### config.mk
export PLATFORM = sky130hd
export DESIGN_NAME = apb_req_arbiter
export DESIGN_NICKNAME = d
export VERILOG_FILES = /design/src/rtl/apb_req_arbiter.sv
export SDC_FILE = /design/constraint.sdc
export NUM_CORES = 1
export LEC_CHECK = 0
export ABC_AREA = 1
export ABC_CLOCK_PERIOD_IN_PS = 2900
export CORE_ASPECT_RATIO = 1.1
export CORE_MARGIN = 5
export CORE_UTILIZATION = 38
export DETAILED_ROUTE_END_ITERATION = 10
export PLACE_DENSITY = 0.79
export SYNTH_ARGS = -nofsm -noshare
export SYNTH_HDL_FRONTEND = slang
export SYNTH_SLANG_ARGS = --single-unit
### constraint.sdc
create_clock -name pclk_m -period 2.9 [get_ports pclk_m]
set_input_delay 0.435 -clock pclk_m [delete_from_list [all_inputs] [get_ports pclk_m]]
set_output_delay 0.435 -clock pclk_m [all_outputs]
set_load 0.05 [all_outputs]
### src/rtl/apb_req_arbiter.sv
// Two-port round-robin request arbiter in front of a single APB master.
// Out-of-range addresses are answered locally with an error and never reach the bus.
module apb_req_arbiter #(
  parameter int unsigned ADDR_LIMIT = 10,
  parameter int unsigned MAX_WAIT   = 15
) (
  input  logic        pclk_m,
  input  logic        prstn_m,
  input  logic        req0_valid,
  output logic        req0_ready,
  input  logic        req0_write,
  input  logic [31:0] req0_addr,
  input  logic [31:0] req0_wdata,
  output logic        rsp0_valid,
  output logic [31:0] rsp0_rdata,
  output logic        rsp0_err,
  input  logic        req1_valid,
  output logic        req1_ready,
  input  logic        req1_write,
  input  logic [31:0] req1_addr,
  input  logic [31:0] req1_wdata,
  output logic        rsp1_valid,
  output logic [31:0] rsp1_rdata,
  output logic        rsp1_err,
  output logic        psel_m,
  output logic        penable_m,
  output logic        pwrite_m,
  output logic [31:0] paddr_m,
  output logic [31:0] pwdata_m,
  input  logic [31:0] prdata_m,
  input  logic        pready_m
);

  localparam logic [31:0] LIMIT    = 32'(ADDR_LIMIT);
  localparam logic [3:0]  WAIT_MAX = 4'(MAX_WAIT);

  typedef enum logic [1:0] {IDLE, SETUP, ACCESS, RESP} state_t;

  state_t      r_state;
  state_t      w_next;
  logic        r_last_grant;
  logic        r_port;
  logic [3:0]  r_wait;
  logic        r_pwrite;
  logic [31:0] r_paddr;
  logic [31:0] r_pwdata;
  logic [31:0] r_rdata;
  logic        r_err;

  logic        w_gnt0;
  logic        w_gnt1;
  logic        w_ok0;
  logic        w_ok1;
  logic        w_addr_ok;
  logic        w_psel;
  logic        w_penable;

  assign w_ok0     = (req0_addr <= LIMIT);
  assign w_ok1     = (req1_addr <= LIMIT);
  assign w_addr_ok = w_gnt1 ? w_ok1 : w_ok0;

  // Arbitration, next-state and APB phase decode
  always_comb begin
    w_next    = r_state;
    w_gnt0    = 1'b0;
    w_gnt1    = 1'b0;
    w_psel    = 1'b0;
    w_penable = 1'b0;
    case (r_state)
      IDLE: begin
        // ready is held low while reset is asserted
        if (prstn_m) begin
          w_gnt0 = req0_valid && (!req1_valid || r_last_grant);
          w_gnt1 = req1_valid && (!req0_valid || !r_last_grant);
        end
        if (w_gnt0 || w_gnt1) begin
          w_next = w_addr_ok ? SETUP : RESP;
        end
      end
      SETUP: begin
        w_psel = 1'b1;
        w_next = ACCESS;
      end
      ACCESS: begin
        w_psel    = 1'b1;
        w_penable = 1'b1;
        if (pready_m || (r_wait == WAIT_MAX)) begin
          w_next = RESP;
        end
      end
      RESP: begin
        w_next = IDLE;
      end
      default: begin
        w_next = IDLE;
      end
    endcase
  end

  // State, request latches, wait counter and response capture
  always_ff @(posedge pclk_m or negedge prstn_m) begin
    if (!prstn_m) begin
      r_state      <= IDLE;
      r_last_grant <= 1'b1;
      r_port       <= 1'b0;
      r_wait       <= '0;
      r_pwrite     <= 1'b0;
      r_paddr      <= '0;
      r_pwdata     <= '0;
      r_rdata      <= '0;
      r_err        <= 1'b0;
    end else begin
      r_state <= w_next;
      case (r_state)
        IDLE: begin
          if (w_gnt0 || w_gnt1) begin
            r_port       <= w_gnt1;
            r_last_grant <= w_gnt1;
            // Bus-side latches only move for legal addresses so the APB
            // outputs keep their last transfer's values on a local reject.
            if (w_addr_ok) begin
              r_pwrite <= w_gnt1 ? req1_write : req0_write;
              r_paddr  <= w_gnt1 ? req1_addr  : req0_addr;
              r_pwdata <= w_gnt1 ? req1_wdata : req0_wdata;
            end else begin
              r_err   <= 1'b1;
              r_rdata <= '0;
            end
          end
        end
        SETUP: begin
          r_wait <= '0;
        end
        ACCESS: begin
          if (pready_m) begin
            r_rdata <= r_pwrite ? '0 : prdata_m;
            r_err   <= 1'b0;
          end else if (r_wait == WAIT_MAX) begin
            r_rdata <= '0;
            r_err   <= 1'b1;
          end else begin
            r_wait <= r_wait + 4'd1;
          end
        end
        default: begin
        end
      endcase
    end
  end

  assign req0_ready = w_gnt0;
  assign req1_ready = w_gnt1;

  assign psel_m    = w_psel;
  assign penable_m = w_penable;
  assign pwrite_m  = r_pwrite;
  assign paddr_m   = r_paddr;
  assign pwdata_m  = r_pwdata;

  assign rsp0_valid = (r_state == RESP) && !r_port;
  assign rsp1_valid = (r_state == RESP) &&  r_port;
  assign rsp0_rdata = rsp0_valid ? r_rdata : '0;
  assign rsp1_rdata = rsp1_valid ? r_rdata : '0;
  assign rsp0_err   = rsp0_valid && r_err;
  assign rsp1_err   = rsp1_valid && r_err;

endmodule

# --- Word-level counts from Yosys, hierarchy flattened ---
# Cells that the tools add are included.
word_totals:
  register_bits: 106
  latchBits: 0
  mem_bits_rw: 0
  mem_bits_ro: 0
  input_bits: 167
  out_inout_bits: 137
  n_memories: 0
op_classes:
  n_addsub: 1
  multipliers: 0
  div: 0
  magnitude_cmp: 2
  n_eq_ne: 11
  n_shift: 0
  n_mux: 32
  bitwise_logic: 0
  n_reduce_logical: 24
ops:
  columns: ["operator", "n"]
  rows:
  - ["2-to-1 mux 32 bit", 9]
  - ["<= comparator 32 x 4 -> 1 bit, second input constant", 2]
  - ["case mux 32 bit (2 select lines)", 1]
  - ["2-to-1 mux 1 bit", 14]
  - ["!= test 2 bit, second input constant", 6]
  - ["2-to-1 mux 4 bit", 2]
  - ["case mux 2 bit (4 select lines)", 1]
  - ["case mux 4 bit (2 select lines)", 1]
  - ["logical AND 1 bit", 6]
  - ["2-to-1 mux 2 bit", 3]
  - ["AND reduction 3 bit", 2]
  - ["logical OR 1 bit", 5]
  - ["adder 4 x 1 -> 4 bit, second input constant", 1]
  - ["equality test 2 bit, second input constant", 2]
  - ["equality test 4 bit, second input constant", 1]
  - ["logical NOT 1 bit", 4]
  - ["AND reduction 2 bit", 2]
  - ["AND reduction 4 bit", 1]
  - ["nonzero test 2 bit", 2]
  - ["!= test 3 bit, second input constant", 1]
  - ["equality test 2 x 1 -> 1 bit, second input constant", 1]
  - ["logical NOT 2 bit", 1]
  - ["case mux 1 bit (2 select lines)", 1]
  - ["OR reduction 2 bit", 1]

# --- Logic depth before layout (Yosys ltp) ---
logic_depth:
  ltp_word: 10
  depth_mapped: 13
  mapped_depth_nobuf: 12

# --- Worst setup path after synthesis ---
# No wires, ideal clock.
synth_path:
  path_kind: "reg2reg"
  start: "register r_state[0]"
  end: "register r_rdata[22]"
  t_arrival_ns: 1.973
  path_slack_ns: 0.862
  path_stages_with_launch: 10
  period_less_slack_ns: 2.038
  cell_sequence: "dfrtp_1 inv_1 ha_1 nand2_1 or2_2 clkbuf_1 clkbuf_1 nor2_1 nand3_1 nand2_1"
synth_via:
  elab_chain_len: 5
  elab_cells_between_ends: 12
  classes_between: "eq/ne (4); mux (4); reduce/logical (4)"
synth_lines:
  columns: ["item", "line_no", "source"]
  rows:
  - ["start, declared", "39", "state_t r_state;"]
  - ["start signal, assigned", "113", "r_state <= w_next;"]
  - ["logical NOT 2 bit", "69, 114", null]
  - ["2-to-1 mux 1 bit", "69", "case (r_state)"]
  - ["2-to-1 mux 1 bit or logical OR 1 bit (tied branches)", "60, 116", null]
  - ["!= test 2 bit (no source line)", null, null]
  - ["AND reduction 4 bit (no source line)", null, null]
  - ["end signal, assigned", "136", "r_rdata <= r_pwrite ? '0 : prdata_m;"]
  - ["end, declared", "47", "logic [31:0] r_rdata;"]
# Parallel ways exist; a longest one is shown, timed or not.
# A chain may end at the register's enable or synchronous reset.

# --- Worst setup path in the final report ---
layout_path:
  start: "register r_state[0]"
  end: "output psel_m"
layout_via:
  elab_chain_len: 3
  elab_cells_between_ends: 4
  classes_between: "eq/ne (2); mux (1); reduce/logical (1)"
layout_lines:
  columns: ["item", "line_no", "source"]
  rows:
  - ["equality test 2 bit or equality test 2 x 1 -> 1 bit (tied branches)", "69", null]
  - ["OR reduction 2 bit (no source line) *", null, null]
  - ["2-to-1 mux 1 bit *", "69", null]
  - ["end, declared", "25", "output logic psel_m,"]
# Mark *: on every way between the ends. The rest lies on a longest branch, timed or not.

==> impl_metrics.env <==
export IMPL_rsz0062_at_grt="false"
export IMPL_clk_pin_slew_ns=0.07
export IMPL_cts_hold_buf=0
export IMPL_grt_pass1_wl_mm=26.59
export IMPL_ys_warn_count=0
export IMPL_die_y_um=135.9
export IMPL_max_slew_worst_pin_slew_ns=0.8528
export IMPL_setup_tns_final_ns=0
export IMPL_coreArea_um2=14270
export IMPL_ys_async_sr_fraction=1.000
export IMPL_crit_buf_inv=2
export IMPL_hold_slack_ns=0.1561
export IMPL_cts_resized=0
export IMPL_crit_path_max_incr_delay_ns=0.84
export IMPL_syn_nets=865
export IMPL_avgSynthCellArea_um2=7.906
export IMPL_num_vias=5326
export IMPL_post_cts_buffers=0
export IMPL_drive_above_1_share=0.1359
export IMPL_synthXorXnorAreaFrac=0.001599
export IMPL_die_x_um=124.5
export IMPL_cp_data_arrival_time_ns=2.00
export IMPL_placed_area_um2=8474
export IMPL_drc_errors=0
export IMPL_n_antenna_cell=0
export IMPL_dp_cells=1162
export IMPL_slew_headroom=0.4314
export IMPL_cts_buffers=9
export IMPL_cts_buffer_depth=2
export IMPL_status="complete, no violations"
export IMPL_synthSimpleGateAreaFrac=0.2590
export IMPL_design_die_area_um2=16920
export IMPL_fin_nets=1153
export IMPL_clock_skew_final_ns=0.006758
export IMPL_required_ns=2.47
export IMPL_cts_sinks=106
export IMPL_via_per_inst=4.521
export IMPL_cts_root_buffer="clkbuf_16"
export IMPL_cts_tree="yes"
export IMPL_synth_cell_types=26
export IMPL_finalMaxSlewViolations=0
export IMPL_hold_violations=0
export IMPL_muxShareOfSynthArea=0.06577
export IMPL_synthTopCellsByCount="164 x nor2_1, 142 x nand2_1, 107 x inv_1"
export IMPL_final_cells=1178
export IMPL_routedWlPerCell_um=14.49
export IMPL_hpwl_mm=13.33
export IMPL_crit_fanout=4
export IMPL_worst_setup_path_type="reg -> out"
export IMPL_grt_pass1_vias=5322
export IMPL_synth_compound_area_share=0.06531
export IMPL_synth_fa_ha_area_frac=0.01142
export IMPL_drt_iter0_markers=339
export IMPL_synth_largest_area_cell="dfrtp_1"
export IMPL_power_leakage_nw=4.538
export IMPL_fillCellCount=1286
export IMPL_area_growth_synth_to_final_pct=59.95
export IMPL_grt_ovfl_total=0
export IMPL_layout_min_cycle_time_ns=2.433
export IMPL_htree_levels=3
export IMPL_clock_fmax_mhz=410.9
export IMPL_max_cap_violations=0
export IMPL_ir_drop_mv=0.3445
export IMPL_grt_max_degree=69
export IMPL_crit_path_top_delay_cell="clkdlybuf4s50_1"
export IMPL_finalWirelength_mm=17.07
export IMPL_drt_pass1_iter_count=5
export IMPL_period_share=0.8391
export IMPL_stdcell_area_um2=8763
export IMPL_synth_top_family_by_area="simple AND/OR/NAND/NOR gates"
export IMPL_power_density_nw_per_um2=604.8
export IMPL_synth_seq_cells=106
export IMPL_place_congestion=0.8424
export IMPL_hold_path_class="in -> async"
export IMPL_grt_usage=0.1962
export IMPL_crit_family="buffers and inverters"
export IMPL_yosysMostFrequentCell="nor2_1"
export IMPL_clock_latency_ns=0.35
export IMPL_synth_edf_count=0
export IMPL_io_buffers=303
export IMPL_synth_flop_cell="dfrtp_1"
export IMPL_ys_seq_area_frac=0.4844
export IMPL_start_kind="flop"
export IMPL_pin_count=304
export IMPL_initial_core_util=0.3839
export IMPL_setup_viol=0
export IMPL_rows=46
export IMPL_end_kind="primary output"
export IMPL_crit_path_cell_trace="inv_1 -> ha_1 -> clkdlybuf4s50_1"
export IMPL_syn_inst=693
export IMPL_antenna_left=0
export IMPL_final_util=0.6140
export IMPL_synth_top_area_frac=0.4796
export IMPL_syn_area_um2=5479
export IMPL_ys_top_cells_by_area="dfrtp_1 48%, nor2_1 11%, nand2_1 9.7%"
export IMPL_antenna_found_initial=0
-- power by group --
part | internal, mW | switching, mW
registers | 1.77 | 0.178
clock network | 0.617 | 0.573
logic | 0.734 | 1.43
total | 3.12 | 2.18
-- cell usage in the layout (no fill, tap or decap), types with 3 or more instances in the layout --
cell and instances:
clkdlybuf4s50_1 234, nor2_1 164, nand2_1 142, inv_1 107, dfrtp_1 105, buf_4 74
mux2i_1 36, nand3_1 36, o21ai_2 30, clkbuf_16 9, o21ai_0 8, a21oi_1 5
ha_1 5, o21ai_1 4, nand2_2 3, buf_12 3
-- area by class of cell --
cell class | instances | area (µm²) | share of cell area
multi-input cells | 444 | 2213 | 0.2526
well taps | 192 | 240.2 | 0.02741
inverters | 109 | 409.1 | 0.04669
flip-flops and latches | 106 | 2654 | 0.3028
repair buffers | 311 | 2958 | 0.3375
clock buffers | 10 | 239.0 | 0.02727
clock inverters | 6 | 50.05 | 0.005711
-- per-layer routing --
layer	part of all wire	up-vias	global-route usage
li1	-	2663	-
met1	0.37	2440	0.2108
met4	0.036	0	0.09622
met3	0.069	38	0.04676
met2	0.53	185	0.3624
met5	0	-	0
-- stage by stage --
stage	total power, mW	setup WS [ns]
after floorplan	3.428	0.8616
after global placement	4.109	0.4678
after detailed placement	4.158	0.3727
after CTS	5.364	0.4259
after global routing	5.668	0.3668
final	5.300	0.4666
-- kinds of logic after synthesis --
logic type,Yosys count
DFF,106
xor gates and xnor gates,1
muxes,36
adders and majority gates,5
AOI/OAI and AO/OA,48
buffers and inverters,143
and+or+nand+nor,354
-- path summary, 6_finish.rpt --
check,slack (ns),depth (start not counted),start,end
worst max-delay path,0.47,3,r_state[0],psel_m
worst min-delay path,0.16,2,prstn_m,r_state[0]
worst min register to register,0.47,2,r_rdata[11],r_rdata[11]
max in group asynchronous,1.52,3,prstn_m,pwdata_m[9]
worst max register to register,0.63,11,r_state[0],r_rdata[13]
min in group pclk_m,0.47,2,r_rdata[11],r_rdata[11]
-- state kept, by name, indices dropped and copies added, names as in the netlist --
register,count
paddr_m,32
pwdata_m,32
r_rdata,32
r_wait,4
r_state,2
pwrite_m,1
r_err,1
r_last_grant,1
r_port,1
(Power assumes the default switching activity.)
